==> src/rtl/fifo_pkg.sv <==
// Shared constants and types for the write-side arbitration into the 16x8 FIFO.
// Latency: n/a (types and constants only).
// Backpressure: n/a.
//
// Contents:
//   FIFO_DEPTH / FIFO_WIDTH : geometry of the shared storage FIFO
//   BEAT_CNT_W / BURST_DEF  : beat counter width and default grant tenure length
//   arb_state_e             : arbiter FSM state, encoded so the bits are the one-hot owner
//   owner_of()              : owner vector decoded from a state
package fifo_pkg;

   localparam int FIFO_DEPTH = 16;
   localparam int FIFO_WIDTH = 8;

   localparam int BEAT_CNT_W = 4;
   localparam int BURST_DEF  = 4;

   // Grant states carry the owner bit pattern directly: bit0 = requester 0,
   // bit1 = requester 1, no bits set = nobody holds the FIFO write port.
   typedef enum logic [1:0] {
      ST_IDLE = 2'b00,
      ST_GNT0 = 2'b01,
      ST_GNT1 = 2'b10
   } arb_state_e;

   function automatic logic [1:0] owner_of(input arb_state_e s);
      return 2'(s);
   endfunction

endpackage

==> src/rtl/rr_pick2.sv <==
// Two-way round-robin pick: chooses which requester is granted from idle.
// Latency: purely combinational, zero cycles.
// Backpressure: none; the caller decides when the pick is used.
//
// Ports:
//   req0_i, req1_i : pending requests
//   last_i         : last-served requester (0 = requester 0, 1 = requester 1)
//   pick_o         : one-hot choice, 2'b00 when nobody requests
module rr_pick2 (
   input  logic       req0_i,
   input  logic       req1_i,
   input  logic       last_i,
   output logic [1:0] pick_o
);

   always_comb begin
      pick_o = 2'b00;
      if (req0_i && req1_i) begin
         // Tie: favour whoever was not served most recently.
         pick_o = last_i ? 2'b01 : 2'b10;
      end else if (req0_i) begin
         pick_o = 2'b01;
      end else if (req1_i) begin
         pick_o = 2'b10;
      end
   end

endmodule

==> src/rtl/fifo_wr_arbiter.sv <==
// Arbitrates two byte writers onto one shared FIFO write port with bounded grant tenures.
// Latency: one cycle from IDLE to grant; once granted, ack/write are combinational (zero cycles).
// Backpressure: fifo_full suppresses ack and write, holding state and beat count until space frees.
//
// Ports:
//   clk, reset            : clock, synchronous active-high reset
//   req0/data0/ack0       : requester 0 handshake (req and data held until ack)
//   req1/data1/ack1       : requester 1 handshake
//   fifo_full             : full flag from the external FIFO
//   fifo_wr_en, fifo_din  : write strobe and byte to the external FIFO
//   owner                 : one-hot current grant (01 req0, 10 req1, 00 none)
module fifo_wr_arbiter
   import fifo_pkg::*;
#(
   parameter int BURST = BURST_DEF
) (
   input  logic                  clk,
   input  logic                  reset,
   input  logic                  req0,
   input  logic [FIFO_WIDTH-1:0] data0,
   output logic                  ack0,
   input  logic                  req1,
   input  logic [FIFO_WIDTH-1:0] data1,
   output logic                  ack1,
   input  logic                  fifo_full,
   output logic                  fifo_wr_en,
   output logic [FIFO_WIDTH-1:0] fifo_din,
   output logic [1:0]            owner
);

   localparam logic [BEAT_CNT_W-1:0] BURST_CNT = BEAT_CNT_W'(BURST);

   arb_state_e            state_q, state_d;
   logic [BEAT_CNT_W-1:0] cnt_q, cnt_d;
   logic                  last_q, last_d;   // 0: requester 0 served last, 1: requester 1

   logic [1:0]            pick;
   logic                  on_one;
   logic                  mine_req;
   logic                  other_req;
   arb_state_e            other_st;
   logic [BEAT_CNT_W-1:0] cnt_inc;

   rr_pick2 u_pick (
      .req0_i (req0),
      .req1_i (req1),
      .last_i (last_q),
      .pick_o (pick)
   );

   // ------------------------------------------------------------------
   // Outputs. Reset is synchronous, so the registered state may still
   // show a grant during the reset cycle; gating here guarantees no write
   // and a clean all-zero interface for as long as reset is high.
   // ------------------------------------------------------------------
   always_comb begin
      ack0     = 1'b0;
      ack1     = 1'b0;
      fifo_din = '0;
      owner    = 2'b00;
      if (!reset) begin
         owner = owner_of(state_q);
         case (state_q)
            ST_GNT0: begin
               ack0     = req0 & ~fifo_full;
               fifo_din = data0;
            end
            ST_GNT1: begin
               ack1     = req1 & ~fifo_full;
               fifo_din = data1;
            end
            default: ;
         endcase
      end
   end

   assign fifo_wr_en = ack0 | ack1;

   // ------------------------------------------------------------------
   // Next state. Both grant states share one description, expressed in
   // terms of "mine" (current owner) and "other".
   // ------------------------------------------------------------------
   always_comb begin
      state_d   = state_q;
      cnt_d     = cnt_q;
      last_d    = last_q;
      on_one    = (state_q == ST_GNT1);
      mine_req  = on_one ? req1 : req0;
      other_req = on_one ? req0 : req1;
      other_st  = on_one ? ST_GNT0 : ST_GNT1;
      cnt_inc   = cnt_q + 1'b1;

      case (state_q)
         ST_IDLE: begin
            cnt_d = '0;
            if (pick[0]) begin
               state_d = ST_GNT0;
            end else if (pick[1]) begin
               state_d = ST_GNT1;
            end
         end

         ST_GNT0, ST_GNT1: begin
            if (!mine_req) begin
               // Owner released: hand over immediately or go idle.
               cnt_d   = '0;
               last_d  = on_one;
               state_d = other_req ? other_st : ST_IDLE;
            end else if (fifo_wr_en) begin
               if (cnt_inc == BURST_CNT) begin
                  // Tenure exhausted: yield only if someone else is waiting,
                  // otherwise start a fresh tenure for the same owner.
                  cnt_d = '0;
                  if (other_req) begin
                     state_d = other_st;
                     last_d  = on_one;
                  end
               end else begin
                  cnt_d = cnt_inc;
               end
            end
            // Owner still requesting but FIFO full: everything holds.
         end

         default: begin
            state_d = ST_IDLE;
            cnt_d   = '0;
         end
      endcase
   end

   always_ff @(posedge clk) begin
      if (reset) begin
         state_q <= ST_IDLE;
         cnt_q   <= '0;
         last_q  <= 1'b1;   // requester 0 wins the first tie
      end else begin
         state_q <= state_d;
         cnt_q   <= cnt_d;
         last_q  <= last_d;
      end
   end

endmodule
==> config.mk <==
export PLATFORM = sky130hd
export DESIGN_NAME = fifo_wr_arbiter
export DESIGN_NICKNAME = d
export VERILOG_FILES = /design/src/rtl/fifo_pkg.sv /design/src/rtl/rr_pick2.sv /design/src/rtl/fifo_wr_arbiter.sv
export SDC_FILE = /design/constraint.sdc
export NUM_CORES = 1
export LEC_CHECK = 0
export CAP_MARGIN = 10
export CORE_MARGIN = 1
export CORE_UTILIZATION = 35
export CTS_CLUSTER_SIZE = 10
export DETAILED_ROUTE_END_ITERATION = 6
export PLACE_DENSITY = 0.75
export SLEW_MARGIN = 20
export SYNTH_ARGS = -nofsm -noshare
export SYNTH_HDL_FRONTEND = slang
export SYNTH_SLANG_ARGS = --single-unit
==> constraint.sdc <==
create_clock -name clk -period 1.8 [get_ports clk]
set_clock_uncertainty 0.1 [all_clocks]
set_input_delay 0.45 -clock clk [delete_from_list [all_inputs] [get_ports clk]]
set_output_delay 0.45 -clock clk [all_outputs]
set_load 0.05 [all_outputs]
==> results of run 1 <==
## synth_stat cells (2+ instances only)
| master | instances |
|---|---|
| sky130_fd_sc_hd__clkbuf_1 | 3 |
| sky130_fd_sc_hd__inv_1 | 4 |
| sky130_fd_sc_hd__and3_1 | 2 |
| sky130_fd_sc_hd__buf_2 | 2 |
| sky130_fd_sc_hd__a22oi_1 | 9 |
| sky130_fd_sc_hd__mux2i_1 | 2 |
| sky130_fd_sc_hd__nand2b_1 | 2 |
| sky130_fd_sc_hd__dfxtp_1 | 7 |
| sky130_fd_sc_hd__nand3_1 | 3 |
| sky130_fd_sc_hd__mux2_1 | 2 |
| sky130_fd_sc_hd__ha_1 | 5 |
| sky130_fd_sc_hd__nand2_1 | 3 |
| sky130_fd_sc_hd__a21oi_1 | 3 |
| sky130_fd_sc_hd__nor2_1 | 16 |
## per-stage QoR
stage / hold WS (ps) / cell area [um2] / std cells / TNS [ps] / setup slack (ps)
floorplan: 335 / 763 / 81 / -449 / -45.4
global placement: 361 / 1380 / 151 / -5520 / -384
detailed placement: 363 / 1380 / 151 / -6220 / -441
CTS: 379 / 1590 / 164 / -1890 / -192
## timing repair
action                                  4_1_cts
endpoints found under the setup margin       17
setup buffers                                 9
pin swaps                                     9
gates resized for setup                      33
cloned                                        0
## cell families after synthesis
kind of cell    count (synthesis)
compound gates                 22
xor+xnor                        1
fa+ha+maj                       5
buf+inv                         9
flops                           7
mux                             4
simple gates                   33
==> key figures, run 1 <==
Outcome
  • Run status: stopped before the end
  • Exit stage: 5_1_grt
  • First reported error: [ERROR DPL-0033] detailed placement checks failed during check placement.

Yosys
  • Seq cells post-synth: 7
  • Post-synth net total: 107
  • Top FF cell, synth: sky130_fd_sc_hd__dfxtp_1
  • Mux cell area share after synthesis: 6.46%
  • Compound-gate portion of the synthesized area: 28.9%
  • Count of unique library cells instantiated by Yosys: 32
  • Number of enable-type register cells in the synthesized netlist: 0
  • Proportion of synthesized chip area in sequential cells: 21.3%
  • Xor and xnor fraction of the mapped netlist area: 1.33%
  • Mean instance size in the synthesized netlist: 8.13 um2
  • Synthesized-area fraction occupied by adder cells: 9.51%
  • Top cell type by total area after synthesis: sky130_fd_sc_hd__dfxtp_1
  • Syn. warnings: 0
  • Cells after synthesis: 81
  • Ranking of synthesized cells by area: sky130_fd_sc_hd__dfxtp_1, sky130_fd_sc_hd__a22oi_1, sky130_fd_sc_hd__ha_1
  • Synth async-reset ratio: 0%
  • Simple logic cell fraction of the synthesized area: 27.0%
  • Combinational family with the most area after synthesis: compound AO/OA/AOI/OAI gates
  • Share of Yosys cell area claimed by the top area cell type: 21.3%
  • Netlist area before placement: 658 um2

Placement
  • Sum of net half-perimeters after detailed placement: 1.91 mm
  • Final weighted congestion in routability-driven placement: 0.797
  • Number of port buffers: 33

STA
  • Grt repair worst endpoint: fifo_din[2]
  • WEP type: top-level output

Global routing
  • Antenna violations before repair: 0
  • Largest net degree at the start of global routing: 10

Clock tree
  • Hold buffer count at cts: 0
  • Largest buffer count on any clock path: 2
  • Deepest level of the CTS H-tree: 1
  • Root Buffer: sky130_fd_sc_hd__clkbuf_4
  • Clock Sink Count: 7
  • Total CTS buffers: 3

Floorplanning
  • Die Y-Extent: 45.4 um
  • Io pins: 34
  • Effective utilization at floorplan: 37.7%
  • Cell Rows: 15
  • Width of the chip: 45.4 um
==> run 2: changes to the inputs <==
CORE_AREA = 2 2 63 65   (was unset)
CORE_MARGIN = unset   (was 1)
CORE_UTILIZATION = unset   (was 35)
CTS_CLUSTER_SIZE = unset   (was 10)
DIE_AREA = 0 0 65 67   (was unset)
PLACE_DENSITY = unset   (was 0.75)
PLACE_DENSITY_LB_ADDON = 0.15   (was unset)
clock period = 2.3 ns   (was 1.8 ns; I/O delays follow)
==> run 2 against run 1 <==
  * The run now ends clean
  * Synthesized area did not move
  * Synthesized cell count stayed put
==> key figures, run 2 <==
Outcome
  • Run status: complete, no violations

Global routing
  • Global-route congestion overflow total: 0
  • Wire length of the first global-routing pass: 3.62 mm
  • Vias in the first global route: 800
  • Antenna violations before repair: 0
  • Largest net degree at the start of global routing: 12
  • All-Layer GR Usage: 11.0%

Cells and area
  • Number of cells in the finished layout apart from fillers: 174
  • Nets: 153
  • Largest registers: cnt_q (4), state_q (2), last_q (1)
  • Share of the core filled with cells in the final layout: 37.8%
  • Most common cell after layout, fill and taps aside: sky130_fd_sc_hd__clkdlybuf4s50_1
  • Sequential cell area: 140 um2
  • Cell area after layout: 0.00136 mm2
  • Most used cells in the layout excluding fill and tap cells: sky130_fd_sc_hd__clkdlybuf4s50_1, sky130_fd_sc_hd__buf_12, sky130_fd_sc_hd__buf_4, sky130_fd_sc_hd__a22oi_1
  • Count of inserted antenna diode cells: 0
  • Footprint of the multi-input gates: 548 um2
  • Layout overhead on the synthesized area: 107%
  • Top reg by flops: cnt_q
  • Total of fill cells in the finished design: 361
  • Fraction of final layout cells sized beyond drive strength 1: 39.7%
  • Largest register FFs: 4

Floorplanning
  • Floorplan core area: 0.00361 mm2
  • Io pins: 34
  • Die ar.: 0.00436 mm2
  • Effective utilization at floorplan: 18.3%
  • Width of the chip: 65 um
  • Cell Rows: 22
  • Die Y-Extent: 67 um

Hold path
  • Hold depth: 2
  • Beginning of the worst hold path: last_q
  • Kind of path behind the tightest hold check: reg2reg

Yosys
  • Count of unique library cells instantiated by Yosys: 32
  • Simple logic cell fraction of the synthesized area: 27.0%
  • Proportion of synthesized chip area in sequential cells: 21.3%
  • Compound-gate portion of the synthesized area: 28.9%
  • Combinational family with the most area after synthesis: compound AO/OA/AOI/OAI gates
  • Share of Yosys cell area claimed by the top area cell type: 21.3%
  • Netlist area before placement: 658 um2
  • Number of enable-type register cells in the synthesized netlist: 0
  • Cells after synthesis: 81
  • Mean instance size in the synthesized netlist: 8.13 um2
  • Library cell with the highest instance count after synthesis: sky130_fd_sc_hd__nor2_1
  • Synthesized-area fraction occupied by adder cells: 9.51%
  • Syn. warnings: 0
  • Leading cell types by count after synthesis: sky130_fd_sc_hd__nor2_1, sky130_fd_sc_hd__a22oi_1, sky130_fd_sc_hd__dfxtp_1
  • Xor and xnor fraction of the mapped netlist area: 1.33%
  • Mux cell area share after synthesis: 6.46%
  • Post-synth net total: 107
  • Top cell type by total area after synthesis: sky130_fd_sc_hd__dfxtp_1
  • Seq cells post-synth: 7
  • Synth async-reset ratio: 0%
  • Ranking of synthesized cells by area: sky130_fd_sc_hd__dfxtp_1, sky130_fd_sc_hd__a22oi_1, sky130_fd_sc_hd__ha_1
  • Top FF cell, synth: sky130_fd_sc_hd__dfxtp_1

STA
  • Max Transition Viols Final: 0
  • Fraction of the cycle the final worst path needs: 99.2%
  • Post-route worst hold slack: 369 ps
  • Final hold violation count: 0
  • Final critical-path required period: 2280 ps
  • Final Setup Violations: 0
  • Worst setup margin: 17.7 ps
  • Slew of the pin with the lowest slew margin: 378 ps
  • Sum of negative setup slack: 0 ps
  • Highest Clock Rate: 438 MHz
  • RSZ-0062 raised after global routing: true
  • Tightest slew margin relative to the limit: 74.1%

Clock tree
  • TritonCTS clock tree: yes
  • Total CTS buffers: 3
  • Clock latency of the later-clocked register in the worst-skew pair: 240 ps
  • Root Buffer: sky130_fd_sc_hd__clkbuf_8
  • Deepest level of the CTS H-tree: 1
  • Clock-pin slew of the registers on the worst-case setup and hold paths: 40 ps
  • Clock Sink Count: 7
  • Largest buffer count on any clock path: 2

Setup path
  • Worst Reg-to-Reg Cells: 7
  • Data arrival time at the worst-slack endpoint: 1610 ps
  • Startpoint-to-endpoint class of the critical path: in2out
  • Worst-path fanout max: 7
  • Reg-to-reg critical path startpoint: state_q[0]
  • Worst Setup Start Kind: input pin
  • Crit path capture type: output pin
  • Req. time, crit path: 1620 ps
  • Crit. Startpoint: req0

Drt
  • Post-DRT Antenna Nets: 0
  • Via-per-instance ratio: 4.44
  • Vias post-DR: 772
  • Per-cell routed wire length: 12.8 um
  • # DRC: 0
  • Number of iterations in the first detailed-routing pass: 4
  • Initial DRC count: 16
  • Post-detailed-routing wire length: 2.23 mm

Pwr
  • Total power draw: 1.03 mW
  • Power per unit of standard cell area: 757 mW/mm2
  • Highest ir drop seen on vdd: 0.209 mV
  • Lkg Pwr: 0.515 nW

Placement
  • Number of port buffers: 33
  • Pre-CTS setup slack: -167 ps
  • Area of placed instances: 0.00124 mm2
  • Post-placement cell count: 168
  • Sum of net half-perimeters after detailed placement: 1.77 mm
  • Final weighted congestion in routability-driven placement: 0.746

Flow run
  • Max-capacitance violation count: 0
==> run 2: cell counts after synthesis <==
Identical to the previous run, type by type.
==> run 2: per-layer routing <==
layer | routed length, um | vias to the layer above | track usage (%) | share of wire [%]
li1 | - | 386 | - | -
met1 | 884 | 344 | 11.4 | 40
met2 | 1070 | 37 | 20.1 | 48
met3 | 221 | 5 | 2.53 | 9.9
met4 | 54 | 0 | 6.38 | 2.4
met5 | 0 | - | 0 | 0
==> run 2: path summary, 6_finish.rpt <==
path	to	slack [ps]
max	ack0	20
min	last_q	370
max reg2reg	state_q[0]	210
min reg2reg	last_q	370
==> run 2: final cells by class <==
| cell class | instances | share of cell area, % |
|---|---|---|
| clock buffer | 4 | 3.30 |
| inverter | 4 | 1.10 |
| multi-input combinational | 65 | 40.2 |
| sequential | 7 | 10.3 |
| tap | 48 | 4.40 |
| timing repair buffer | 46 | 40.7 |
==> run 2: what timing repair did <==
| item | 4_1_cts | 5_1_grt |
|---|---|---|
| gates resized for setup | 18 | 4 |
| pin swaps | 3 | 0 |
| setup buffers | 2 | 0 |
| hold buffers | 0 | 0 |
| endpoints found under the setup margin | 13 | 10 |
==> run 2: worst max-delay path, cell delays in order <==
cell and delay (ps):
sky130_fd_sc_hd__clkdlybuf4s50_1 510, sky130_fd_sc_hd__buf_4 160, sky130_fd_sc_hd__and3_1 200, sky130_fd_sc_hd__buf_12 150
==> run 2: kinds of logic after synthesis <==
group	count (synthesis)
xor gates and xnor gates	1
DFF	7
muxes	4
and+or+nand+nor	33
AOI/OAI and AO/OA	22
buffers and inverters	9
adders and majority gates	5
==> run 2: power by group <==
part	switching [mW]	internal [mW]	leakage (nW)
Combinational	0.374	0.320	0.435
Clock	0.0593	0.120	0.0228
Sequential	0.0157	0.143	0.0569
Total	0.449	0.584	0.515
No activity file was read; power rests on OpenSTA's default activity.
